File: config.mk
export PLATFORM = sky130hd
export DESIGN_NAME = programm_lader_flat
export DESIGN_NICKNAME = d
export VERILOG_FILES = /design/src/rtl/lader_pkg.sv /design/src/rtl/programm_lader_if.sv /design/src/rtl/lader_pause_zaehler.sv /design/src/rtl/programm_lader.sv /design/src/flat_wrapper.sv
export SDC_FILE = /design/constraint.sdc
export NUM_CORES = 1
export LEC_CHECK = 0
export ABC_AREA = 1
export CAP_MARGIN = 10
export CORE_MARGIN = 4
export CORE_UTILIZATION = 42
export DETAILED_ROUTE_END_ITERATION = 10
export HOLD_SLACK_MARGIN = 0.1
export PLACE_DENSITY_LB_ADDON = 0.12
export REMOVE_ABC_BUFFERS = 1
export SYNTH_ARGS = -nofsm -noshare
export SYNTH_HDL_FRONTEND = slang
export SYNTH_SLANG_ARGS = --single-unit
File: constraint.sdc
create_clock -name clk_25mhz -period 3 [get_ports clk_25mhz]
set_clock_uncertainty 0.1 [all_clocks]
set_input_delay 0.45 -clock clk_25mhz [delete_from_list [all_inputs] [get_ports clk_25mhz]]
set_output_delay 0.45 -clock clk_25mhz [all_outputs]
set_load 0.005 [all_outputs]
File: src/rtl/lader_pkg.sv
// lader_pkg: state encoding, fixed addresses and a state-class helper
// shared by the programm_lader boot loader and its counters.
package lader_pkg;

    // Zustand values double as LED code, so the encoding is fixed.
    typedef enum logic [2:0] {
        WARTEN         = 3'd0,
        GROESSE_ANF    = 3'd1,
        GROESSE_WARTEN = 3'd2,
        DATEN_ANF      = 3'd3,
        DATEN_WARTEN   = 3'd4,
        RAM_SCHREIBEN  = 3'd5,
        FERTIG         = 3'd6,
        FEHLER         = 3'd7
    } zustand_t;

    localparam logic [31:0] SD_HEADER_ADDR = 32'd0;
    localparam logic [31:0] SD_IMAGE_ADDR  = 32'd1;
    localparam logic [31:0] RAM_BASE_ADDR  = 32'd0;

    // States in which the loader waits on an external party.
    function automatic logic isWaitState(input zustand_t z);
        return (z == WARTEN) || (z == GROESSE_WARTEN) ||
               (z == DATEN_WARTEN) || (z == RAM_SCHREIBEN);
    endfunction

endpackage

File: src/rtl/programm_lader_if.sv
// programm_lader_if: SD card and RAM side signals of the boot loader.
// The loader uses the master view, SD controller and RAM the slave view.
interface programm_lader_if;

    logic        SDBusy;
    logic        SDFertig;
    logic [31:0] SDDaten;
    logic [31:0] SDAdresse;
    logic        SDLesen;
    logic        RAMSchreiben;
    logic [31:0] RAMAdresse;
    logic [31:0] RAMDaten;
    logic        RAMGeschrieben;

    modport master (
        input  SDBusy, SDFertig, SDDaten, RAMGeschrieben,
        output SDAdresse, SDLesen, RAMSchreiben, RAMAdresse, RAMDaten
    );

    modport slave (
        output SDBusy, SDFertig, SDDaten, RAMGeschrieben,
        input  SDAdresse, SDLesen, RAMSchreiben, RAMAdresse, RAMDaten
    );

endinterface

File: src/rtl/lader_pause_zaehler.sv
// lader_pause_zaehler: reloadable down-counter that stops at zero.
// Used for SD request spacing and as the per-state watchdog.
module lader_pause_zaehler #(
    parameter int unsigned       WIDTH  = 5,
    parameter logic [WIDTH-1:0]  RELOAD = '1
) (
    input  logic clk_25mhz,
    input  logic rst_n,
    input  logic reload,
    output logic isZero
);

    logic [WIDTH-1:0] count;

    // Reload has priority; otherwise count down and hold at zero.
    always_ff @(posedge clk_25mhz or negedge rst_n) begin
        if (!rst_n) begin
            count <= RELOAD;
        end else if (reload) begin
            count <= RELOAD;
        end else if (count != '0) begin
            count <= count - WIDTH'(1);
        end
    end

    assign isZero = (count == '0);

endmodule

File: src/rtl/programm_lader.sv
// programm_lader: boot loader copying a length-prefixed program image
// from the SD card into RAM, holding the CPU in reset until done.
// Optional watchdog on the wait states: define LADER_TIMEOUT_EN.
module programm_lader
    import lader_pkg::*;
#(
    parameter int unsigned MAX_WORDS    = 32768,
    parameter int unsigned PAUSE_CYCLES = 31
`ifdef LADER_TIMEOUT_EN
    ,
    parameter int unsigned TIMEOUT_CYCLES = 2**20
`endif
) (
    input  logic              clk_25mhz,
    input  logic              rst_n,
    programm_lader_if.master  bus,
    output logic              CPUReset,
    output logic              Fertig,
    output logic              Fehler,
    output logic [2:0]        Zustand
);

    localparam int unsigned PAUSE_W = $clog2(PAUSE_CYCLES + 1);

    zustand_t    state;
    zustand_t    stateNext;
    logic        sdLesen;
    logic        pauseZero;
    logic        timeout;
    logic [31:0] sdAdresse;
    logic [31:0] ramAdresse;
    logic [31:0] ramDaten;
    logic [31:0] remaining;
    logic        ramSchreiben;
    logic        fertigQ;
    logic        cpuResetQ;

    lader_pause_zaehler #(
        .WIDTH  (PAUSE_W),
        .RELOAD (PAUSE_W'(PAUSE_CYCLES))
    ) pauseZaehler (
        .clk_25mhz (clk_25mhz),
        .rst_n     (rst_n),
        .reload    (sdLesen),
        .isZero    (pauseZero)
    );

`ifdef LADER_TIMEOUT_EN
    localparam int unsigned WD_W = $clog2(TIMEOUT_CYCLES);

    logic wdZero;
    logic wdReload;

    // The watchdog restarts on every state change and outside wait states,
    // so it only reaches zero after TIMEOUT_CYCLES in one wait state.
    assign wdReload = (stateNext != state) || !isWaitState(state);

    lader_pause_zaehler #(
        .WIDTH  (WD_W),
        .RELOAD (WD_W'(TIMEOUT_CYCLES - 1))
    ) watchdog (
        .clk_25mhz (clk_25mhz),
        .rst_n     (rst_n),
        .reload    (wdReload),
        .isZero    (wdZero)
    );

    assign timeout = wdZero && isWaitState(state);
`else
    assign timeout = 1'b0;
`endif

    // State register.
    always_ff @(posedge clk_25mhz or negedge rst_n) begin
        if (!rst_n) begin
            state <= WARTEN;
        end else begin
            state <= stateNext;
        end
    end

    // Next state and the read strobe; reads only go out when SD is idle
    // and the request spacing has elapsed.
    always_comb begin
        stateNext = state;
        sdLesen   = 1'b0;
        unique case (state)
            WARTEN: begin
                if (!bus.SDBusy && pauseZero) stateNext = GROESSE_ANF;
            end
            GROESSE_ANF: begin
                if (!bus.SDBusy && pauseZero) begin
                    sdLesen   = 1'b1;
                    stateNext = GROESSE_WARTEN;
                end
            end
            GROESSE_WARTEN: begin
                if (bus.SDFertig) begin
                    if (bus.SDDaten > 32'(MAX_WORDS)) stateNext = FEHLER;
                    else if (bus.SDDaten == '0)       stateNext = FERTIG;
                    else                              stateNext = DATEN_ANF;
                end
            end
            DATEN_ANF: begin
                if (!bus.SDBusy && pauseZero) begin
                    sdLesen   = 1'b1;
                    stateNext = DATEN_WARTEN;
                end
            end
            DATEN_WARTEN: begin
                if (bus.SDFertig) stateNext = RAM_SCHREIBEN;
            end
            RAM_SCHREIBEN: begin
                if (bus.RAMGeschrieben) begin
                    stateNext = (remaining == 32'd1) ? FERTIG : DATEN_ANF;
                end
            end
            FERTIG: ;
            FEHLER: ;
            default: stateNext = FEHLER;
        endcase
        if (timeout) stateNext = FEHLER;
    end

    // Address, data and word-count registers; decisions follow stateNext
    // so a watchdog abort never starts or completes a RAM write.
    always_ff @(posedge clk_25mhz or negedge rst_n) begin
        if (!rst_n) begin
            sdAdresse    <= SD_HEADER_ADDR;
            ramAdresse   <= RAM_BASE_ADDR;
            ramDaten     <= '0;
            ramSchreiben <= 1'b0;
            remaining    <= '0;
            fertigQ      <= 1'b0;
            cpuResetQ    <= 1'b1;
        end else begin
            fertigQ   <= (state == FERTIG);
            cpuResetQ <= (state != FERTIG);
            case (state)
                GROESSE_WARTEN: begin
                    if (stateNext == DATEN_ANF) begin
                        remaining  <= bus.SDDaten;
                        sdAdresse  <= SD_IMAGE_ADDR;
                        ramAdresse <= RAM_BASE_ADDR;
                    end
                end
                DATEN_WARTEN: begin
                    if (stateNext == RAM_SCHREIBEN) begin
                        ramDaten     <= bus.SDDaten;
                        ramSchreiben <= 1'b1;
                    end
                end
                RAM_SCHREIBEN: begin
                    if (stateNext != RAM_SCHREIBEN) begin
                        ramSchreiben <= 1'b0;
                        if (stateNext != FEHLER) begin
                            ramAdresse <= ramAdresse + 32'd1;
                            sdAdresse  <= sdAdresse + 32'd1;
                            remaining  <= remaining - 32'd1;
                        end
                    end
                end
                default: ;
            endcase
        end
    end

    assign bus.SDLesen      = sdLesen;
    assign bus.SDAdresse    = sdAdresse;
    assign bus.RAMSchreiben = ramSchreiben;
    assign bus.RAMAdresse   = ramAdresse;
    assign bus.RAMDaten     = ramDaten;
    assign CPUReset         = cpuResetQ;
    assign Fertig           = fertigQ;
    assign Fehler           = (state == FEHLER);
    assign Zustand          = state;

endmodule

File: src/flat_wrapper.sv
// flat-port wrapper written by rule: the top's interface ports become plain ports
module programm_lader_flat import lader_pkg::*;
#(
    parameter int unsigned MAX_WORDS    = 32768,
    parameter int unsigned PAUSE_CYCLES = 31

)
  (clk_25mhz, rst_n, CPUReset, Fertig, Fehler, Zustand, bus_SDBusy, bus_SDFertig, bus_SDDaten, bus_RAMGeschrieben, bus_SDAdresse, bus_SDLesen, bus_RAMSchreiben, bus_RAMAdresse, bus_RAMDaten);
  programm_lader_if bus_i ();
  input  logic clk_25mhz;
  input  logic rst_n;
  output logic CPUReset;
  output logic Fertig;
  output logic Fehler;
  output logic [2:0] Zustand;
  input wire logic [$bits(bus_i.SDBusy)-1:0] bus_SDBusy;
  input wire logic [$bits(bus_i.SDFertig)-1:0] bus_SDFertig;
  input wire logic [$bits(bus_i.SDDaten)-1:0] bus_SDDaten;
  input wire logic [$bits(bus_i.RAMGeschrieben)-1:0] bus_RAMGeschrieben;
  output wire logic [$bits(bus_i.SDAdresse)-1:0] bus_SDAdresse;
  output wire logic [$bits(bus_i.SDLesen)-1:0] bus_SDLesen;
  output wire logic [$bits(bus_i.RAMSchreiben)-1:0] bus_RAMSchreiben;
  output wire logic [$bits(bus_i.RAMAdresse)-1:0] bus_RAMAdresse;
  output wire logic [$bits(bus_i.RAMDaten)-1:0] bus_RAMDaten;
  assign bus_i.SDBusy = bus_SDBusy;
  assign bus_i.SDFertig = bus_SDFertig;
  assign bus_i.SDDaten = bus_SDDaten;
  assign bus_i.RAMGeschrieben = bus_RAMGeschrieben;
  assign bus_SDAdresse = bus_i.SDAdresse;
  assign bus_SDLesen = bus_i.SDLesen;
  assign bus_RAMSchreiben = bus_i.RAMSchreiben;
  assign bus_RAMAdresse = bus_i.RAMAdresse;
  assign bus_RAMDaten = bus_i.RAMDaten;
  programm_lader #(.MAX_WORDS(MAX_WORDS), .PAUSE_CYCLES(PAUSE_CYCLES)) u_core (.clk_25mhz(clk_25mhz), .rst_n(rst_n), .bus(bus_i), .CPUReset(CPUReset), .Fertig(Fertig), .Fehler(Fehler), .Zustand(Zustand));
endmodule
=== Yosys cells after proc, flatten, opt, wreduce, memory -nomap -nowiden ===
Cells that the tools add are included.

* Add/sub/neg operators: 4
* $mul: 0
* Divide/modulo/power cells: 0
* Order comparisons: 1
* Equality and inequality tests: 17
* Shifts and indexed selects: 0
* Mux-type cells: 29
* Bitwise logic cells: 0
* Reductions and logical operators: 13

{| class="wikitable"
|+ Operator list
! cell !! count
|-
| 32-bit two-way mux || 9
|-
| 32-bit case mux with 2 select lines || 3
|-
| 32-bit by 1-bit adder with 32-bit output, second input constant || 2
|-
| 32-bit by 1-bit == test with 1-bit output, second input constant || 1
|-
| 32-bit by 16-bit > comparator with 1-bit output, second input constant || 1
|-
| 32-bit logical NOT || 1
|-
| 32-bit by 1-bit subtractor with 32-bit output, second input constant || 1
|-
| 3-bit two-way mux || 9
|-
| 3-bit case mux with 6 select lines || 1
|-
| 3-bit == test, second input constant || 5
|-
| 5-bit two-way mux || 2
|-
| 3-bit by 2-bit == test with 1-bit output, second input constant || 3
|-
| 3-bit != test, second input constant || 3
|-
| 2-bit by 1-bit != test with 1-bit output, second input constant || 4
|-
| 2-bit nonzero test || 3
|-
| 5-bit logical NOT || 1
|-
| 5-bit nonzero test || 1
|-
| 5-bit by 1-bit subtractor with 5-bit output, second input constant || 1
|-
| 1-bit two-way mux || 4
|-
| 4-bit AND reduction || 1
|-
| 3-bit by 1-bit == test with 1-bit output, second input constant || 1
|-
| 3-bit logical NOT || 1
|-
| 3-bit AND reduction || 1
|-
| 1-bit case mux with 2 select lines || 1
|-
| 4 further kinds || 4
|}

* Register bits after elaboration: 139
* Bits in latches: 0
* RAM bits: 0
* ROM bits: 0
* Input bits: 37
* Output and inout bits: 104
* Word-level logic and storage cells: 73
* Memories: 0

=== Longest topological paths before layout ===
Gate-level depths: netlist of run 1.

* Depth after elaboration: 9
* Mapped depth: 18
* Mapped depth without buffers: 16

=== Modules after synthesis ===
A second synthesis of run 1 with hierarchy kept.

* Cells, all modules: 1247
* Area, all modules: 8715.9 um2

{| class="wikitable"
|+ By module, submodules not included
! module !! instances !! cells each !! area each (um2) !! seq. area each (um2)
|-
| programm_lader || 1 || 1214 || 8449.4 || 3354.5
|-
| lader_pause_zaehler || 1 || 33 || 266.5 || 131.4
|}

=== Least setup slack after synthesis of run 1 ===
No wires, ideal clock.

* Kind: reg2reg
* Start point: reg u_core.pauseZaehler.count[0]
* End point: reg u_core.sdAdresse[20] (netlist: u_core.bus.SDAdresse[20])
* Library setup time: 117 ps
* Data arrival time: 2022 ps
* Data required time: 2783 ps
* Path slack: 761 ps
* Cell stages (with the launch flop): 17
* Period minus slack after synthesis: 2239 ps
* Cell sequence: dfstp_2 -> inv_1 -> ha_1 -> nand4_1 -> clkinv_1 -> nand2_1 -> nand3_1 -> nand2_1 -> nand2_1 -> inv_1 -> a21oi_2 -> nand3_1 -> nand3_1 -> buf_6 -> buf_6 -> nand2_1 -> nand2_1

* Word-level cells in the longest chain between the ends: 7

{| class="wikitable"
|+ Ends and longest elaborated chain
! element !! RTL line !! RTL
|-
| start, declared || lader_pause_zaehler.sv:13 || <nowiki>logic [WIDTH-1:0] count;</nowiki>
|-
| start signal, assigned || lader_pause_zaehler.sv:22 || <nowiki>count <= count - WIDTH'(1);</nowiki>
|-
| 5-bit logical NOT * || lader_pause_zaehler.sv:26 || <nowiki>assign isZero = (count == '0);</nowiki>
|-
| 1-bit logical AND * || programm_lader.sv:89, programm_lader.sv:92, programm_lader.sv:105 ||
|-
| 3-bit two-way mux (on tied branches) || programm_lader.sv:105, programm_lader.sv:89, programm_lader.sv:92 ||
|-
| 3-bit case mux with 6 select lines * || programm_lader.sv:87 || <nowiki>unique case (state)</nowiki>
|-
| named net u_core.stateNext[0] || programm_lader.sv:26 || <nowiki>zustand_t stateNext;</nowiki>
|-
| 3-bit != test (tied with other cells) || programm_lader.sv:154 || <nowiki>if (stateNext != RAM_SCHREIBEN) begin</nowiki>
|-
| 2-bit by 1-bit != test with 1-bit output (no line) || - ||
|-
| 4-bit AND reduction (no line) * || - ||
|-
| end signal, assigned || programm_lader.sv:158 || <nowiki>sdAdresse <= sdAdresse + 32'd1;</nowiki>
|-
| end, declared || programm_lader.sv:30 || <nowiki>logic [31:0] sdAdresse;</nowiki>
|}

Mark *: on every way through the listed nets, which the timed path passes. The rest lies on a longest branch.
A chain may end at the register's enable or synchronous reset.

=== Worst setup path after layout of run 1 ===
* Start point: reg u_core.pauseZaehler.count[0]
* End point: out bus_SDLesen

* Word-level cells in the longest chain between the ends: 4

{| class="wikitable"
|+ Ends and longest elaborated chain
! element !! RTL line !! RTL
|-
| 5-bit logical NOT || lader_pause_zaehler.sv:26 ||
|-
| 1-bit logical AND || programm_lader.sv:92, programm_lader.sv:105 ||
|-
| 1-bit two-way mux || programm_lader.sv:92, programm_lader.sv:105 ||
|-
| 1-bit two-way mux || - ||
|-
| end, declared || flat_wrapper.sv:21 || <nowiki>output wire logic [$bits(bus_i.SDLesen)-1:0] bus_SDLesen;</nowiki>
|}

Every way passes these cells.

==> impl_metrics.env, run 1 <==
export IMPL_status="complete, no violations"
export IMPL_wl_um=26300
export IMPL_diodes=0
export IMPL_avgRoutedWirePerCell_um=15.3
export IMPL_grt_max_degree=60
export IMPL_end_kind="primary output"
export IMPL_grt_pass1_vias=8757
export IMPL_r2r_start="u_core.pauseZaehler.count[0]"
export IMPL_cts_setup_buffers=0
export IMPL_period_minus_slack_ns=2.77
export IMPL_cts_buffers=17
export IMPL_vias=8976
export IMPL_hold_viol=0
export IMPL_overflow=0
export IMPL_fmax_ghz=0.361
export IMPL_cp_depth=7
export IMPL_yosysWarnings=0
export IMPL_r2r_slack_ns=0.46
export IMPL_routed_via_density=5.22
export IMPL_synth_most_common_cell="nand2_1"
export IMPL_avgSynthCellArea_sq_um=6.85
export IMPL_p_int_uw=5310
export IMPL_drc_errors=0
export IMPL_dieArea_sq_um=23600
export IMPL_ys_top_cells_by_area="dfrtp_1 37%, nand2_1 18%, nor2_1 8.2%"
export IMPL_synth_common_cells="424 x nand2_1, 194 x nor2_1, 133 x dfrtp_1, 108 x inv_1, 108 x nand4_1"
export IMPL_arrival_ns=2.22
export IMPL_dpl_hpwl_um=19100
export IMPL_tightest_slew_ns=0.757
export IMPL_antenna_found_initial=0
export IMPL_synthFlopType="dfrtp_1"
export IMPL_gp_congestion=0.967
export IMPL_die_w_um=154
export IMPL_max_stage_delay_ns=0.53
export IMPL_cp_common_cell="inv_1"
export IMPL_slew_headroom_pct=49.2
export IMPL_synthDominantAreaCellType="dfrtp_1"
export IMPL_area_growth_pct=27.5
export IMPL_min_path_type="reg -> reg"
export IMPL_clkLatencyLatePin_ns=0.42
export IMPL_firstDrtPassIters=5
export IMPL_drv_cap=0
export IMPL_whs_path_depth=2
export IMPL_ys_async_sr_fraction_pct=100
export IMPL_path_clk_slew_ns=0.06
export IMPL_fin_hold_ws_ns=0.368
export IMPL_postSynthCellCount=1302
export IMPL_endpoint="bus_SDLesen"
export IMPL_seq_power_share_pct=32.9
export IMPL_finalCritPeriodShare_pct=92.4
export IMPL_worstReg2RegEnd="u_core.bus.SDAdresse[31]"
export IMPL_worst_path_max_fanout=6
export IMPL_final_max_slew_violation_count=0
export IMPL_power_frac_clock_pct=27.0
export IMPL_grt_usage_pct=22.6
export IMPL_cp_required_ns=2.45
export IMPL_cts_sinks=139
export IMPL_power_density_nw_per_um2=765
export IMPL_rsz0062_at_grt="false"
export IMPL_coreArea_sq_um=21000
export IMPL_crit_start="u_core.pauseZaehler.count[0]"
export IMPL_critPathBufInv=4
export IMPL_ant_nets=0
export IMPL_fin_cells=1719
export IMPL_port_buffers=140
export IMPL_ios=141
export IMPL_pwr_share_comb_pct=40.1
export IMPL_ys_ff_latch=139
export IMPL_critPathLaunchType="flip-flop"
export IMPL_nets=1473
export IMPL_drt_iter0_drc=598
export IMPL_drive_gt1_share_pct=6.44
export IMPL_fp_row_count=53
export IMPL_r2r_cells=13
export IMPL_synth_top_cell_area_share_pct=37.3
export IMPL_cp_top_family="buffers and inverters"
export IMPL_synthesis_area_sq_um=8920
export IMPL_htreeDepth=4
export IMPL_vdd_drop_max_mv=0.492
export IMPL_dp_cells=1686
export IMPL_power_leakage_uw=0.00503
export IMPL_grt_pass1_wl_um=44700
export IMPL_netSwitchingPower_uw=3390
export IMPL_dieHeight_um=154
export IMPL_clock_path_buffers=2
export IMPL_clock_root_buffer="clkbuf_16"
export IMPL_worstPathCellList="inv_1 -> ha_1 -> nand4_1 -> clkinv_1 -> nand3_2 -> inv_1 -> clkdlybuf4s50_1"
export IMPL_ys_types=38
export IMPL_crit_type="reg -> out"
export IMPL_initial_core_util_pct=42.6
export IMPL_slowest_stage="dfstp_2"
export IMPL_switching_share_pct=39.0
export IMPL_yosysSeqAreaShare_pct=39.1
export IMPL_setup_viol=0
export IMPL_cts_tree="yes"
export IMPL_synth_edff_count=0
-- power by group through the flow --
| stage | Clock (uW) | Combinational, uW | Sequential, uW |
|---|---|---|---|
| 4_1_cts | 2390 | 3490 | 2860 |
| 3_5_place_dp | 0 | 3470 | 2880 |
| 6_report | 2350 | 3490 | 2870 |
| 5_1_grt | 2460 | 3930 | 2940 |
| 2_1_floorplan | 0 | 1950 | 2800 |
| 3_3_place_gp | 0 | 3420 | 2880 |
-- area by class of cell --
cell class | count | area [sq um]
Fill cell | 2115 | 9580
Timing Repair Buffer | 170 | 1720
Clock buffer | 20 | 457
Multi-Input combinational cell | 989 | 4740
Tap cell | 275 | 344
Inverter | 114 | 428
Clock inverter | 12 | 195
Sequential cell | 139 | 3490
-- sequential cells by signal, indices dropped and copies added (netlist names) --
| signal | cells |
|---|---|
| u_core.CPUReset | 1 |
| u_core.Fertig | 1 |
| u_core.Zustand | 3 |
| u_core.bus.RAMAdresse | 32 |
| u_core.bus.RAMDaten | 32 |
| u_core.bus.RAMSchreiben | 1 |
| u_core.bus.SDAdresse | 32 |
| u_core.pauseZaehler.count | 5 |
| u_core.remaining | 32 |
-- routing by layer --
| layer | vias up | track usage (%) | share of wire (%) |
|---|---|---|---|
| li1 | 4475 | - | - |
| met1 | 4213 | 33.1 | 49 |
| met2 | 247 | 34.3 | 44 |
| met3 | 41 | 4.11 | 5.0 |
| met4 | 0 | 6.77 | 2.1 |
| met5 | - | 0 | 0 |
-- layout by cell type (no fill, tap or decap), types with 22 or more instances in the layout --
cell | Yosys | routed
nand2_1 | 424 | 422
nor2_1 | 194 | 194
clkdlybuf4s50_1 | 0 | 139
dfrtp_1 | 133 | 133
inv_1 | 108 | 108
nand4_1 | 108 | 108
o21ai_0 | 61 | 61
nor3_1 | 39 | 39
nand3_1 | 41 | 37
xnor2_1 | 37 | 37
xor2_1 | 31 | 31
buf_4 | 1 | 22
-- worst reg2reg max path: stages (launching register included) --
cell	delay, ns
dfstp_2	0.53
inv_1	0.05
ha_1	0.25
nand4_1	0.17
clkinv_1	0.15
nand2_1	0.12
nand2_1	0.06
nor2_1	0.17
nand4_1	0.16
nand2_2	0.14
nand3_4	0.15
buf_12	0.23
nand2_1	0.09
nand2_1	0.05
-- worst min-delay path by stage --
| stage | start | endpoint | slack [ns] |
|---|---|---|---|
| after detailed placement | u_core.pauseZaehler.count[4] | u_core.pauseZaehler.count[4] | 0.36 |
| final | u_core.pauseZaehler.count[4] | u_core.pauseZaehler.count[4] | 0.37 |
| after floorplan | rst_n | u_core.Fertig | 0.05 |
| after global placement | u_core.bus.RAMSchreiben | u_core.bus.RAMSchreiben | 0.35 |
| after CTS | u_core.pauseZaehler.count[4] | u_core.pauseZaehler.count[4] | 0.37 |
| after global routing | u_core.pauseZaehler.count[4] | u_core.pauseZaehler.count[4] | 0.39 |
-- kinds of logic (layout without fill, tap and decap cells) --
group                    count (synthesis)  in the layout  share of synthesized area, %
AO/OA/AOI/OAI                           83             83                          4.95
XOR/XNOR                                68             68                          6.68
adder cells (fa/ha/maj)                  5              5                         0.702
buffers and inverters                  174            316                          8.17
flip-flops                             139            139                          39.1
multiplexers                             3              3                         0.379
AND/OR/NAND/NOR                        830            830                          40.0
-- per-stage QoR --
| step | TNS (ns) | worst slack, ns | utilization (%) | instance area (sq um) | total power [uW] |
|---|---|---|---|---|---|
| 2_1_floorplan | -310.28 | -3.25 | - | 8620 | 4750 |
| 3_3_place_gp | 0 | 0.146 | 51.1 | 10700 | 6300 |
| 3_5_place_dp | 0 | 0.0971 | 51.1 | 10700 | 6350 |
| 4_1_cts | 0 | 0.143 | 54.2 | 11400 | 8740 |
| 5_1_grt | 0 | 0.0744 | 54.3 | 11400 | 9340 |
| 6_report | 0 | 0.227 | 54.3 | 11400 | 8700 |
-- repair_timing --
action,4_1_cts,5_1_grt
hold buffers,1,0
endpoints found under the hold margin,56,0
resized for setup,0,1
endpoints found under the setup margin,0,1
No activity file was read; power rests on OpenSTA's default activity.
==> run 2, diff against run 1 <==
--- a/config.mk
+++ b/config.mk
@@ -16,3 +16,4 @@
 export SYNTH_ARGS = -nofsm -noshare
 export SYNTH_HDL_FRONTEND = slang
 export SYNTH_SLANG_ARGS = --single-unit
+export TNS_END_PERCENT = 5
==> results of run 2 <==
Same layout as run 1: the final DEF is identical, and so are final timing and power.
==> run 3, diff against run 2 <==
--- a/config.mk
+++ b/config.mk
@@ -6,6 +6,7 @@
 export NUM_CORES = 1
 export LEC_CHECK = 0
 export ABC_AREA = 1
+export ABC_CLOCK_PERIOD_IN_PS = 3000
 export CAP_MARGIN = 10
 export CORE_MARGIN = 4
 export CORE_UTILIZATION = 42
==> results of run 3 <==
Same layout as run 1: the final DEF is identical, and so are final timing and power.
